`config.mk`:
```
export PLATFORM = sky130hd
export DESIGN_NAME = matrix_mac_engine
export DESIGN_NICKNAME = d
export VERILOG_FILES = /design/src/rtl/matrix_mac_engine.sv
export SDC_FILE = /design/constraint.sdc
export NUM_CORES = 1
export LEC_CHECK = 0
export CORE_MARGIN = 2
export CORE_UTILIZATION = 55
export DETAILED_ROUTE_END_ITERATION = 8
export PLACE_DENSITY = 0.77
export SETUP_SLACK_MARGIN = 0.5
export SYNTH_ARGS = -nofsm -noshare
export SYNTH_HDL_FRONTEND = slang
export SYNTH_SLANG_ARGS = --single-unit
```
`constraint.sdc`:
```
create_clock -name clk -period 7.6 [get_ports clk]
set_input_delay 0.76 -clock clk [delete_from_list [all_inputs] [get_ports clk]]
set_output_delay 0.76 -clock clk [all_outputs]
set_load 0.03 [all_outputs]
```
`src/rtl/matrix_mac_engine.sv`:
```
// matrix_mac_engine: computes C = A*B with one signed MAC and streams C row-major.
// A (MxN) and B (NxP) live in local register files that are writable only while idle.
// Each C element costs N MAC cycles plus one EMIT cycle. EMIT holds the saturated
// result until the consumer takes it. A one-cycle done pulse follows the last beat.
module matrix_mac_engine #(
   parameter int M          = 3,
   parameter int N          = 3,
   parameter int P          = 3,
   parameter int DATA_WIDTH = 8
) (
   input  logic                        clk,
   input  logic                        rst_n,
   input  logic                        a_wen,
   input  logic [$clog2(M*N)-1:0]      a_addr,
   input  logic [DATA_WIDTH-1:0]       a_data,
   input  logic                        b_wen,
   input  logic [$clog2(N*P)-1:0]      b_addr,
   input  logic [DATA_WIDTH-1:0]       b_data,
   input  logic                        start,
   input  logic                        result_ready,
   output logic [2*DATA_WIDTH-1:0]     matrix_result,
   output logic                        matrix_valid,
   output logic [$clog2(M)-1:0]        result_row,
   output logic [$clog2(P)-1:0]        result_col,
   output logic                        busy,
   output logic                        done
);

   localparam int RW    = $clog2(M);
   localparam int CW    = $clog2(P);
   localparam int KW    = $clog2(N);
   localparam int AAW   = $clog2(M*N);
   localparam int BAW   = $clog2(N*P);
   localparam int PW    = 2*DATA_WIDTH;
   localparam int ACC_W = 2*DATA_WIDTH + $clog2(N) + 1;

   localparam logic [RW-1:0]  I_LAST = RW'(M-1);
   localparam logic [CW-1:0]  J_LAST = CW'(P-1);
   localparam logic [KW-1:0]  K_LAST = KW'(N-1);
   localparam logic [AAW-1:0] A_LAST = AAW'(M*N-1);
   localparam logic [BAW-1:0] B_LAST = BAW'(N*P-1);

   // Saturation bounds of the 2*DATA_WIDTH result, expressed at accumulator width.
   localparam logic signed [ACC_W-1:0] SAT_MAX =
      {{(ACC_W-PW+1){1'b0}}, {(PW-1){1'b1}}};
   localparam logic signed [ACC_W-1:0] SAT_MIN =
      {{(ACC_W-PW+1){1'b1}}, {(PW-1){1'b0}}};

   typedef enum logic [1:0] {
      S_IDLE,
      S_MAC,
      S_EMIT,
      S_DONE
   } state_t;

   state_t                    state_q, state_d;
   logic [RW-1:0]             i_q, i_d;
   logic [CW-1:0]             j_q, j_d;
   logic [KW-1:0]             k_q, k_d;
   logic signed [ACC_W-1:0]   acc_q, acc_d;

   logic signed [DATA_WIDTH-1:0] a_mem_q [M*N];
   logic signed [DATA_WIDTH-1:0] b_mem_q [N*P];

   logic [AAW-1:0]            a_idx;
   logic [BAW-1:0]            b_idx;
   logic signed [PW-1:0]      a_ext;
   logic signed [PW-1:0]      b_ext;
   logic signed [PW-1:0]      prod;
   logic signed [ACC_W-1:0]   prod_ext;
   logic [PW-1:0]             sat_result;

   // A register file: cleared on reset, written only while idle and in range.
   always_ff @(posedge clk or negedge rst_n) begin
      if (!rst_n) begin
         for (int x = 0; x < M*N; x++) begin
            a_mem_q[x] <= '0;
         end
      end else if (state_q == S_IDLE && a_wen && a_addr <= A_LAST) begin
         a_mem_q[a_addr] <= a_data;
      end
   end

   // B register file: cleared on reset, written only while idle and in range.
   always_ff @(posedge clk or negedge rst_n) begin
      if (!rst_n) begin
         for (int x = 0; x < N*P; x++) begin
            b_mem_q[x] <= '0;
         end
      end else if (state_q == S_IDLE && b_wen && b_addr <= B_LAST) begin
         b_mem_q[b_addr] <= b_data;
      end
   end

   // Operand fetch and full-precision signed product for the current (i,k,j) step.
   // Operands are widened first so the product never overflows PW bits.
   always_comb begin
      a_idx    = AAW'(int'(i_q) * N + int'(k_q));
      b_idx    = BAW'(int'(k_q) * P + int'(j_q));
      a_ext    = {{DATA_WIDTH{a_mem_q[a_idx][DATA_WIDTH-1]}}, a_mem_q[a_idx]};
      b_ext    = {{DATA_WIDTH{b_mem_q[b_idx][DATA_WIDTH-1]}}, b_mem_q[b_idx]};
      prod     = a_ext * b_ext;
      prod_ext = {{(ACC_W-PW){prod[PW-1]}}, prod};
   end

   // Clamp the accumulator into the signed 2*DATA_WIDTH output range.
   always_comb begin
      if (acc_q > SAT_MAX) begin
         sat_result = {1'b0, {(PW-1){1'b1}}};
      end else if (acc_q < SAT_MIN) begin
         sat_result = {1'b1, {(PW-1){1'b0}}};
      end else begin
         sat_result = acc_q[PW-1:0];
      end
   end

   // State, index counters and accumulator registers.
   always_ff @(posedge clk or negedge rst_n) begin
      if (!rst_n) begin
         state_q <= S_IDLE;
         i_q     <= '0;
         j_q     <= '0;
         k_q     <= '0;
         acc_q   <= '0;
      end else begin
         state_q <= state_d;
         i_q     <= i_d;
         j_q     <= j_d;
         k_q     <= k_d;
         acc_q   <= acc_d;
      end
   end

   // Next-state and output decode; outputs depend on registered state only,
   // so an asynchronous reset drops valid/busy/done at once.
   always_comb begin
      state_d       = state_q;
      i_d           = i_q;
      j_d           = j_q;
      k_d           = k_q;
      acc_d         = acc_q;
      matrix_result = '0;
      matrix_valid  = 1'b0;
      result_row    = '0;
      result_col    = '0;
      busy          = 1'b0;
      done          = 1'b0;

      case (state_q)
         S_IDLE: begin
            if (start) begin
               state_d = S_MAC;
               i_d     = '0;
               j_d     = '0;
               k_d     = '0;
               acc_d   = '0;
            end
         end

         S_MAC: begin
            busy  = 1'b1;
            acc_d = acc_q + prod_ext;
            if (k_q == K_LAST) begin
               k_d     = '0;
               state_d = S_EMIT;
            end else begin
               k_d = k_q + KW'(1);
            end
         end

         S_EMIT: begin
            busy          = 1'b1;
            matrix_valid  = 1'b1;
            matrix_result = sat_result;
            result_row    = i_q;
            result_col    = j_q;
            if (result_ready) begin
               if (i_q == I_LAST && j_q == J_LAST) begin
                  state_d = S_DONE;
               end else begin
                  if (j_q == J_LAST) begin
                     j_d = '0;
                     i_d = i_q + RW'(1);
                  end else begin
                     j_d = j_q + CW'(1);
                  end
                  k_d     = '0;
                  acc_d   = '0;
                  state_d = S_MAC;
               end
            end
         end

         S_DONE: begin
            busy    = 1'b1;
            done    = 1'b1;
            i_d     = '0;
            j_d     = '0;
            k_d     = '0;
            acc_d   = '0;
            state_d = S_IDLE;
         end

         default: begin
            state_d = S_IDLE;
         end
      endcase
   end

endmodule

```
# Word-level counts from Yosys, hierarchy flattened
# Cells that the tools add are included.
word_totals:
  in_bits: 30
  register_bits: 171
classes:
  add_sub_neg: 6
  n_mux: 42
  n_lt_le_gt_ge: 10
  n_reduce_logical: 14
  multipliers: 3
  n_eq_ne: 11
  bitwise: 4
ops:
  columns: ["operator", "count"]
  rows:
  - ["72-bit bitwise mux", 2]
  - ["19-bit one-hot mux with 4 select lines", 1]
  - ["8-bit binary-select mux with 4-bit select", 2]
  - ["8-bit demux with 4-bit select", 2]
  - ["19-bit two-way mux", 3]
  - ["16-bit two-way mux", 3]
  - ["8-bit two-way mux", 6]
  - ["2-bit two-way mux", 16]
  - ["5-bit >= comparator (second input constant)", 4]
  - ["4-bit NOT with 5-bit output", 4]
  - ["19-bit by 16-bit adder with 19-bit output", 1]
  - ["19-bit by 16-bit greater-than comparator with 1-bit output (second input constant)", 1]
  - ["19-bit by 16-bit less-than comparator with 1-bit output (second input constant)", 1]
  - ["8-bit by 8-bit multiplier with 16-bit output", 1]
  - ["2-bit one-hot mux with 4 select lines", 2]
  - ["2-bit one-hot mux with 3 select lines", 2]
  - ["2-bit == test (second input constant)", 5]
  - ["5-bit by 1-bit less-than comparator with 1-bit output (second input constant)", 2]
  - ["2-bit != test (second input constant)", 5]
  - ["4-bit by 2-bit adder with 4-bit output", 2]
  - ["4-bit <= comparator (second input constant)", 2]
  - ["2-bit by 2-bit multiplier with 4-bit output (second input constant)", 2]
  - ["1-bit logical AND", 7]
  - ["2-bit by 1-bit adder with 2-bit output (second input constant)", 3]
  - ["8 further kinds", 11]

# Depth between registers and ports, before layout
# Gate-level depths: netlist (run 1).
depth:
  depth_word: 9
  ltp_mapped: 26
  mapped_depth_nobuf: 24

# Worst setup path before layout (run 1)
# No wires, ideal clock.
synth_timing:
  kind: "reg-to-reg"
  from: "reg j_q[1]"
  to: "reg acc_q[15]"
  slack_ps: -186
  arrival_ps: 7665
  path_stages_with_launch: 22
  path_buffers: 2
  setup_time_ps: 122
  cell_sequence: "dfrtp_1 -> fa_1 -> ha_1 -> fa_1 -> buf_2 -> buf_2 -> mux4_2 -> mux2i_1 -> o21ai_1 -> nor2b_1 -> fa_1 -> fa_1 -> fa_1 -> fa_1 -> ha_1 -> ha_1 -> a2111oi_2 -> o21a_1 -> o31ai_1 -> o31a_1 -> or3_1 -> a32o_1"
synth_between:
  elab_chain_cells: 8
synth_lines:
  columns: ["item", "line", "source"]
  rows:
  - ["from (decl)", "58", "logic [CW-1:0] j_q, j_d;"]
  - ["from (signal assigned)", "128", "j_q <= j_d;"]
  - ["4-bit by 2-bit adder with 4-bit output", "99", "b_idx = BAW'(int'(k_q) * P + int'(j_q));"]
  - ["4-bit NOT with 5-bit output (implied by the code)", "101", "b_ext = {{DATA_WIDTH{b_mem_q[b_idx][DATA_WIDTH-1]}}, b_mem_q[b_idx]};"]
  - ["8-bit binary-select mux with 4-bit select", "101", null]
  - ["8-bit two-way mux (implied by the code) (2 in series)", "101", null]
  - ["8-bit by 8-bit multiplier with 16-bit output", "102", "prod = a_ext * b_ext;"]
  - ["19-bit by 16-bit adder with 19-bit output", "162", "acc_d = acc_q + prod_ext;"]
  - ["19-bit one-hot mux with 4 select lines", "149", "case (state_q)"]
  - ["to (signal assigned)", "124", "acc_q <= '0;"]
  - ["to (signal assigned)", "130", "acc_q <= acc_d;"]
  - ["to (decl)", "60", "logic signed [ACC_W-1:0] acc_q, acc_d;"]
# Parallel ways exist; a longest one is shown, timed or not. The select of a mux whose other input is x is not followed.
# A chain may end at the register's enable or synchronous reset.

# Worst setup path in the final report (run 1)
layout_timing:
  from: "reg k_q[0]"
  to: "reg acc_q[15]"
layout_between:
  elab_chain_cells: 9
layout_lines:
  columns: ["item", "line", "source"]
  rows:
  - ["from (decl)", "59", "logic [KW-1:0] k_q, k_d;"]
  - ["from (signal assigned)", "129", "k_q <= k_d;"]
  - ["2-bit by 2-bit multiplier with 4-bit output", "99", null]
  - ["4-bit by 2-bit adder with 4-bit output", "99", null]
  - ["4-bit NOT with 5-bit output (implied by the code)", "101", null]
  - ["8-bit binary-select mux with 4-bit select", "101", null]
  - ["8-bit two-way mux (implied by the code) (2 in series)", "101", null]
  - ["8-bit by 8-bit multiplier with 16-bit output (*)", "102", null]
  - ["19-bit by 16-bit adder with 19-bit output (*)", "162", null]
  - ["19-bit one-hot mux with 4 select lines (*)", "149", null]
# Every way passes the cells marked *; elsewhere a longest branch is shown, timed or not. The select of a mux whose other input is x is not followed.

==> results of run 1 <==
sequential cells by signal (all words and copies together) (netlist names):
signal and cells:
k_q 2, a_mem_q 72, i_q 2, state_q 2, j_q 2, b_mem_q 72
acc_q 19
per-layer routing:
metal	vias to the layer above	track usage [%]	share of wire, %
met3	38	3.90	4.1
met5	-	0	0
met1	3974	33.5	43
met2	205	43.2	51
met4	0	7.57	2.1
li1	3389	-	-
final timing paths:
| check | cells after the start | start | endpoint |
|---|---|---|---|
| max | 26 | k_q[0]$_DFFE_PN0P_ | acc_q[15]$_DFFE_PN0P_ |
| max in group asynchronous | 2 | rst_n | k_q[1]$_DFFE_PN0P_ |
| min reg2reg | 1 | b_mem_q[38]$_DFFE_PN0P_ | b_mem_q[38]$_DFFE_PN0P_ |
| max reg2reg | 26 | k_q[0]$_DFFE_PN0P_ | acc_q[15]$_DFFE_PN0P_ |
| min | 1 | rst_n | a_mem_q[53]$_DFFE_PN0P_ |
| min in group clk | 1 | b_mem_q[38]$_DFFE_PN0P_ | b_mem_q[38]$_DFFE_PN0P_ |
placed cells by master, fill, tap and decap left out, drive strengths merged, types with 6 or more instances in the layout:
cell type | netlist | layout
clkdlybuf4s50 | 0 | 51
nand2 | 36 | 36
nand3b | 6 | 6
clkinv | 0 | 6
xor2 | 8 | 8
nand3 | 7 | 7
nand2b | 11 | 11
inv | 122 | 129
nor3 | 7 | 7
o21ai | 22 | 22
mux4 | 32 | 32
nor2b | 12 | 12
dfrtp | 171 | 171
fa | 89 | 89
or2 | 7 | 7
nor2 | 51 | 51
buf | 9 | 56
xnor2 | 10 | 10
and2 | 6 | 6
mux2 | 144 | 144
a22o | 18 | 18
a21oi | 21 | 21
o21a | 21 | 21
mux2i | 16 | 16
ha | 51 | 51
clkbuf | 13 | 18
synthesized netlist by cell type (4+ instances only):
cell / instances
dfrtp_1: 171
mux2_2: 144
inv_1: 121
fa_1: 89
ha_1: 51
nor2_1: 46
nand2_1: 36
mux4_2: 32
o21a_1: 21
a21oi_1: 18
a22o_1: 18
o21ai_0: 18
mux2i_1: 16
clkbuf_1: 13
nor2b_1: 12
nand2b_1: 11
xnor2_1: 10
xor2_1: 8
nand3_1: 7
and2_1: 6
nand3b_1: 6
or2_2: 6
a21o_1: 5
buf_2: 5
nor2_2: 5
o21ai_1: 4
or3_1: 4
critical path, delay by kind of cell (launching register included):
kind	cells	cell delay, ns
adder cells (fa/ha/maj)	9	3.71
AO/OA/AOI/OAI	6	1.28
buffers and inverters	6	0.64
AND/OR/NAND/NOR	3	0.47
multiplexers	2	0.43
flip-flops	1	0.43
area by class of cell:
type,count,area (sq um),share of cell area (%)
Inverter,122,458,3.33
Tap cell,270,338,2.46
Clock inverter,14,130,0.948
Clock buffer,18,439,3.20
Timing Repair Buffer,107,1060,7.69
Sequential cell,171,4290,31.2
Multi-Input combinational cell,611,7030,51.2
metrics by stage:
step	hold WS [ns]	instances	utilization (%)	setup WS (ns)	area (sq um)
CTS	0.449	1305	66.3	0.498	13500
floorplan	0.464	926	-	0.508	11500
global placement	0.482	1254	61.6	0.353	12500
detailed placement	0.487	1254	61.6	0.254	12500
global route	0.482	1313	67.4	0.300	13700
finish	0.407	1313	67.4	0.534	13700
repair_timing:
| item | 4_1_cts | 5_1_grt |
|---|---|---|
| pin swaps | 18 | 24 |
| endpoints found under the setup margin | 7 | 8 |
| gates cloned | 2 | 0 |
| setup buffers | 17 | 8 |
| gates resized for setup | 47 | 34 |
logic make-up (layout without fill, tap and decap cells):
family / count (synthesis) / count (layout) / synth area share (%)
muxes: 192 / 192 / 21.8
DFF: 171 / 171 / 37.2
and+or+nand+nor: 154 / 154 / 7.15
buffers and inverters: 144 / 261 / 4.92
adders and majority gates: 140 / 140 / 21.1
AOI/OAI and AO/OA: 107 / 107 / 6.50
xor gates and xnor gates: 18 / 18 / 1.37
==> flow_summary.ini, run 1 <==
[final_layout]
fillers = 1461
nets = 1200
areaGrowthSynthToFinish_pct = 19.5
diodes = 0
drive_gt1_share_pct = 33.8

[sta]
clock_skew_ns = 0.00901
worst_pin_slew_ns = 1.25
setup_viol_count_final = 0
rsz0062_at_grt = true
fmax_ghz = 0.142
finalHoldViolations = 0
fin_crit_ns = 7.07
period_share_pct = 93.0
slew_viol_final = 0
tns_ns = 0
maxSlewHeadroom_pct = 16.7

[placed_design]
place_hpwl_mm = 18.3
port_buffers = 52
gp_congestion = 0.899

[floorplanning]
ioPinCount = 53
core_sq_mm = 0.0204
chipWidth_um = 149
start_util_pct = 56.4
die_area_sq_mm = 0.0221
die_y_um = 149
floorplan.rows = 52

[worst_setup_path]
crit_top_cell = fa_1
worst_setup_path_start_kind = register
crit_type = reg -> reg
endpoint_kind = register
required_ns = 7.93
critPathMaxStageDelay_ns = 0.59
crit_fanout = 8
cp.arrival_ns = 7.40
crit_slowest_cell = fa_2
ff2ff_setup_slack_ns = 0.53

[clock_network]
hold_buffers = 0
cts_buffer_depth = 2
numCtsBuffers = 17
clock_sinks = 171
cts_root_buffer = clkbuf_16
cts_max_level = 4
clk_pin_slew_ns = 0.07
cts_tree = built
worstSkewPairLatency_ns = 0.44

[logic_synthesis]
ys_seq_area_share_pct = 37.2
synth-seq-cells = 171
synth.avg_cell_area_sq_um = 12.4
netlist_instances = 926
async_flop_share_pct = 100
synth_edf_count = 0
yosysTopAreaCell = dfrtp_1
synth_cell_types = 53
syn_nets = 1096
synth_top_area_share_pct = 37.2
synthFlopType = dfrtp_1
ys_top_cells_by_area = dfrtp_1 (37%), fa_1 (16%), mux2_2 (14%)
syn-cell-area_sq_mm = 0.0115
yosysWarningCount = 0

[detailed_routing]
wire_per_inst_um = 20.3
via_count = 7606
drtIter0Drc = 416
drc = 0
vias_per_cell = 5.79
wirelength_mm = 26.7
ant_nets = 0
dr.pass1.iters = 5

[status]
status = finished, final reports clean

[global_routing]
grt_pass1_wl_mm = 42.6
grt_usage_pct = 25.2
grt_pass1_vias = 8103
antenna_found_initial = 0
grt_overflow_total = 0
grt_start_max_net_pins = 94

[job]
drv_cap = 0

[min_path]
min_path_type = in -> async
Power of run 1 is not shown: default switching activity piles up to over one toggle a cycle in this logic, so the estimate is an artifact.
==> inputs of run 2 (changes only) <==
Settings changed: ABC_AREA set to 1, CAP_MARGIN set to 40, PLACE_DENSITY 0.77 to 0.73.
==> run 2 against run 1 <==
  * Final area fell by 4.1%
  * Sequential cell count did not move
  * Largest cell class unchanged
  * Fmax rose by 6.4%
  * Worst setup slack improved by 0.42 ns
  * Highest routed layer unchanged
  * Wire length rose by 7.6%
  * Synthesized area rose by 2.1%
  * First-iteration DRC count rose by 81%
==> flow_summary.ini, run 2 <==
[detailed_routing]
dr_wl_met2_mm = 14.4
drtIter0Drc = 751
m1WireLength_mm = 12.2
drc = 0
dr.max_layer_used = met4
route.met3.wl_mm = 1.54
vias_per_cell = 5.46
via_count = 9608
dr.pass1.iters = 5
ant_nets = 0
wire_per_inst_um = 16.3
wirelength_mm = 28.7

[clock_network]
cts_max_level = 4
cts_buffer_depth = 2
clock_sinks = 171
worstSkewPairLatency_ns = 0.45
clk_pin_slew_ns = 0.07
hold_buffers = 0
cts_root_buffer = clkbuf_16
cts_tree = built
numCtsBuffers = 17

[worst_setup_path]
endpoint_kind = register
crit_fanout = 18
required_ns = 7.94
cp.arrival_ns = 6.98
crit_type = reg -> reg
worst_setup_path_start_kind = register

[global_routing]
grt_start_max_net_pins = 64
grt_overflow_total = 0
antenna_found_initial = 0
grt_pass1_wl_mm = 48.4
grt_pass1_vias = 9578
grt_usage_pct = 27.5

[sta]
finalHoldViolations = 0
clock_skew_ns = 0.0210
period_share_pct = 87.4
maxSlewHeadroom_pct = 50.0
slew_viol_final = 0
tns_ns = 0
fin_crit_ns = 6.64
fmax_ghz = 0.151
worst_pin_slew_ns = 0.747
setup_viol_count_final = 0
rsz0062_at_grt = false

[logic_synthesis]
ys_seq_area_share_pct = 36.5
synth.most_common_cell = nand2_1
synth_top_area_share_pct = 36.5
synth.avg_cell_area_sq_um = 8.22
yosysWarningCount = 0
async_flop_share_pct = 100
synth_cell_types = 39
syn-cell-area_sq_mm = 0.0117
ys_top_cells_by_area = dfrtp_1 (36%), fa_1 (15%), nand2_1 (13%)
syn_nets = 1597
netlist_instances = 1427
synthFlopType = dfrtp_1
synth_edf_count = 0
synth-seq-cells = 171
ys_top_cells_by_count = nand2_1 (399), inv_1 (194), dfrtp_1 (171), o21ai_0 (158), a21oi_1 (95)
yosysTopAreaCell = dfrtp_1

[final_layout]
areaGrowthSynthToFinish_pct = 12.3
drive_gt1_share_pct = 6.33
top_regs = a_mem_q (72), b_mem_q (72), acc_q (19)
final_cell_mix = nand2_1 (397), inv_1 (192), dfrtp_1 (170)
final_common_cell = nand2_1
diodes = 0
nets = 1643

[min_path]
min_path_type = in -> async

[floorplanning]
chipWidth_um = 150
die_y_um = 150
ioPinCount = 53
floorplan.rows = 53
die_area_sq_mm = 0.0225
core_sq_mm = 0.0210
start_util_pct = 56.0

[placed_design]
port_buffers = 52
place_hpwl_mm = 21.5
gp_congestion = 1.01

[status]
status = finished, final reports clean

[job]
drv_cap = 0
==> run 2: cell count changes after synthesis, sizes merged, moves of 12 or more <==
cell	change
nand2	+368
o21ai	+169
mux2	-144
a21oi	+74
inv	+73
nand3	+38
mux4	-32
a22oi	+26
nor2	+26
a22o	-18
buf	+18
o21a	-18
mux2i	-16
nor2b	-12
==> run 2: worst max-delay path, stage by stage (launching register included) <==
cell	delay (ns)
dfrtp_1	0.46
fa_1	0.49
ha_1	0.22
fa_2	0.65
inv_4	0.13
o21ai_0	0.11
o21ai_0	0.14
nand2_1	0.08
nand2_1	0.16
inv_2	0.15
nand2_1	0.09
fa_2	0.57
fa_1	0.56
inv_1	0.05
fa_1	0.53
inv_1	0.05
fa_1	0.52
inv_1	0.04
ha_1	0.28
ha_1	0.36
a21oi_1	0.28
o21ai_0	0.17
a21oi_1	0.20
nand3b_1	0.09
nand3_1	0.08
nand2_1	0.05
==> run 2: cell type report <==
type                    count  area [sq um]
fillers                  1853          7790
multi-input cells        1012          6490
flip-flops and latches    171          4280
inverters                 199           783
repair buffers             72           712
clock buffers              20           457
well taps                 275           344
clock inverters            12           104
==> run 2: layer usage <==
metal / GRT usage (%) / vias up
li1: - / 4654
met4: 9.25 / 0
met2: 46.4 / 271
met5: 0 / -
met1: 36.3 / 4642
met3: 4.60 / 41
==> run 2: what timing repair did <==
action,in CTS,in global routing
resized for setup,1,16
setup buffers,0,3
setup endpoints to repair,7,8
==> run 2: kinds of logic (layout without fill, tap and decap cells) <==
family / after synthesis / in the layout / synth area share [%]
flops: 171 / 171 / 36.5
simple gates: 547 / 547 / 19.3
xor+xnor: 3 / 3 / 0.224
fa+ha+maj: 140 / 140 / 20.6
compound gates: 322 / 322 / 14.8
buf+inv: 244 / 303 / 8.53
==> run 2: worst paths after layout <==
path	startpoint	to	slack, ns	cells after the start
setup / recovery	k_q[0]$_DFFE_PN0P_	acc_q[17]$_DFFE_PN0P_	0.96	25
hold / removal	rst_n	b_mem_q[42]$_DFFE_PN0P_	0.22	1
setup reg to reg	k_q[0]$_DFFE_PN0P_	acc_q[17]$_DFFE_PN0P_	0.96	25
hold reg to reg	b_mem_q[62]$_DFFE_PN0P_	b_mem_q[62]$_DFFE_PN0P_	0.48	2
max in group asynchronous	rst_n	i_q[1]$_DFFE_PN0P_	6.05	4
min in group clk	b_mem_q[62]$_DFFE_PN0P_	b_mem_q[62]$_DFFE_PN0P_	0.48	2
==> run 2: stage by stage <==
step	std cells	worst slack, ns	cell area, sq um	hold slack (ns)	util [%]
2_1_floorplan	1427	0.602	11700	0.453	-
3_3_place_gp	1723	0.346	12500	0.466	59.6
3_5_place_dp	1726	0.294	12500	0.467	59.9
4_1_cts	1758	0.507	13100	0.232	62.5
5_1_grt	1761	0.485	13200	0.254	62.8
6_report	1761	0.957	13200	0.220	62.8
Power of run 2 is left out for the same reason.
==> inputs of run 3 (changes only) <==
Settings changed: SKIP_LAST_GASP set to 1.
==> results of run 3 <==
The final DEF is identical to that of run 2; final timing and power are the same.
Power of run 3 is left out for the same reason.
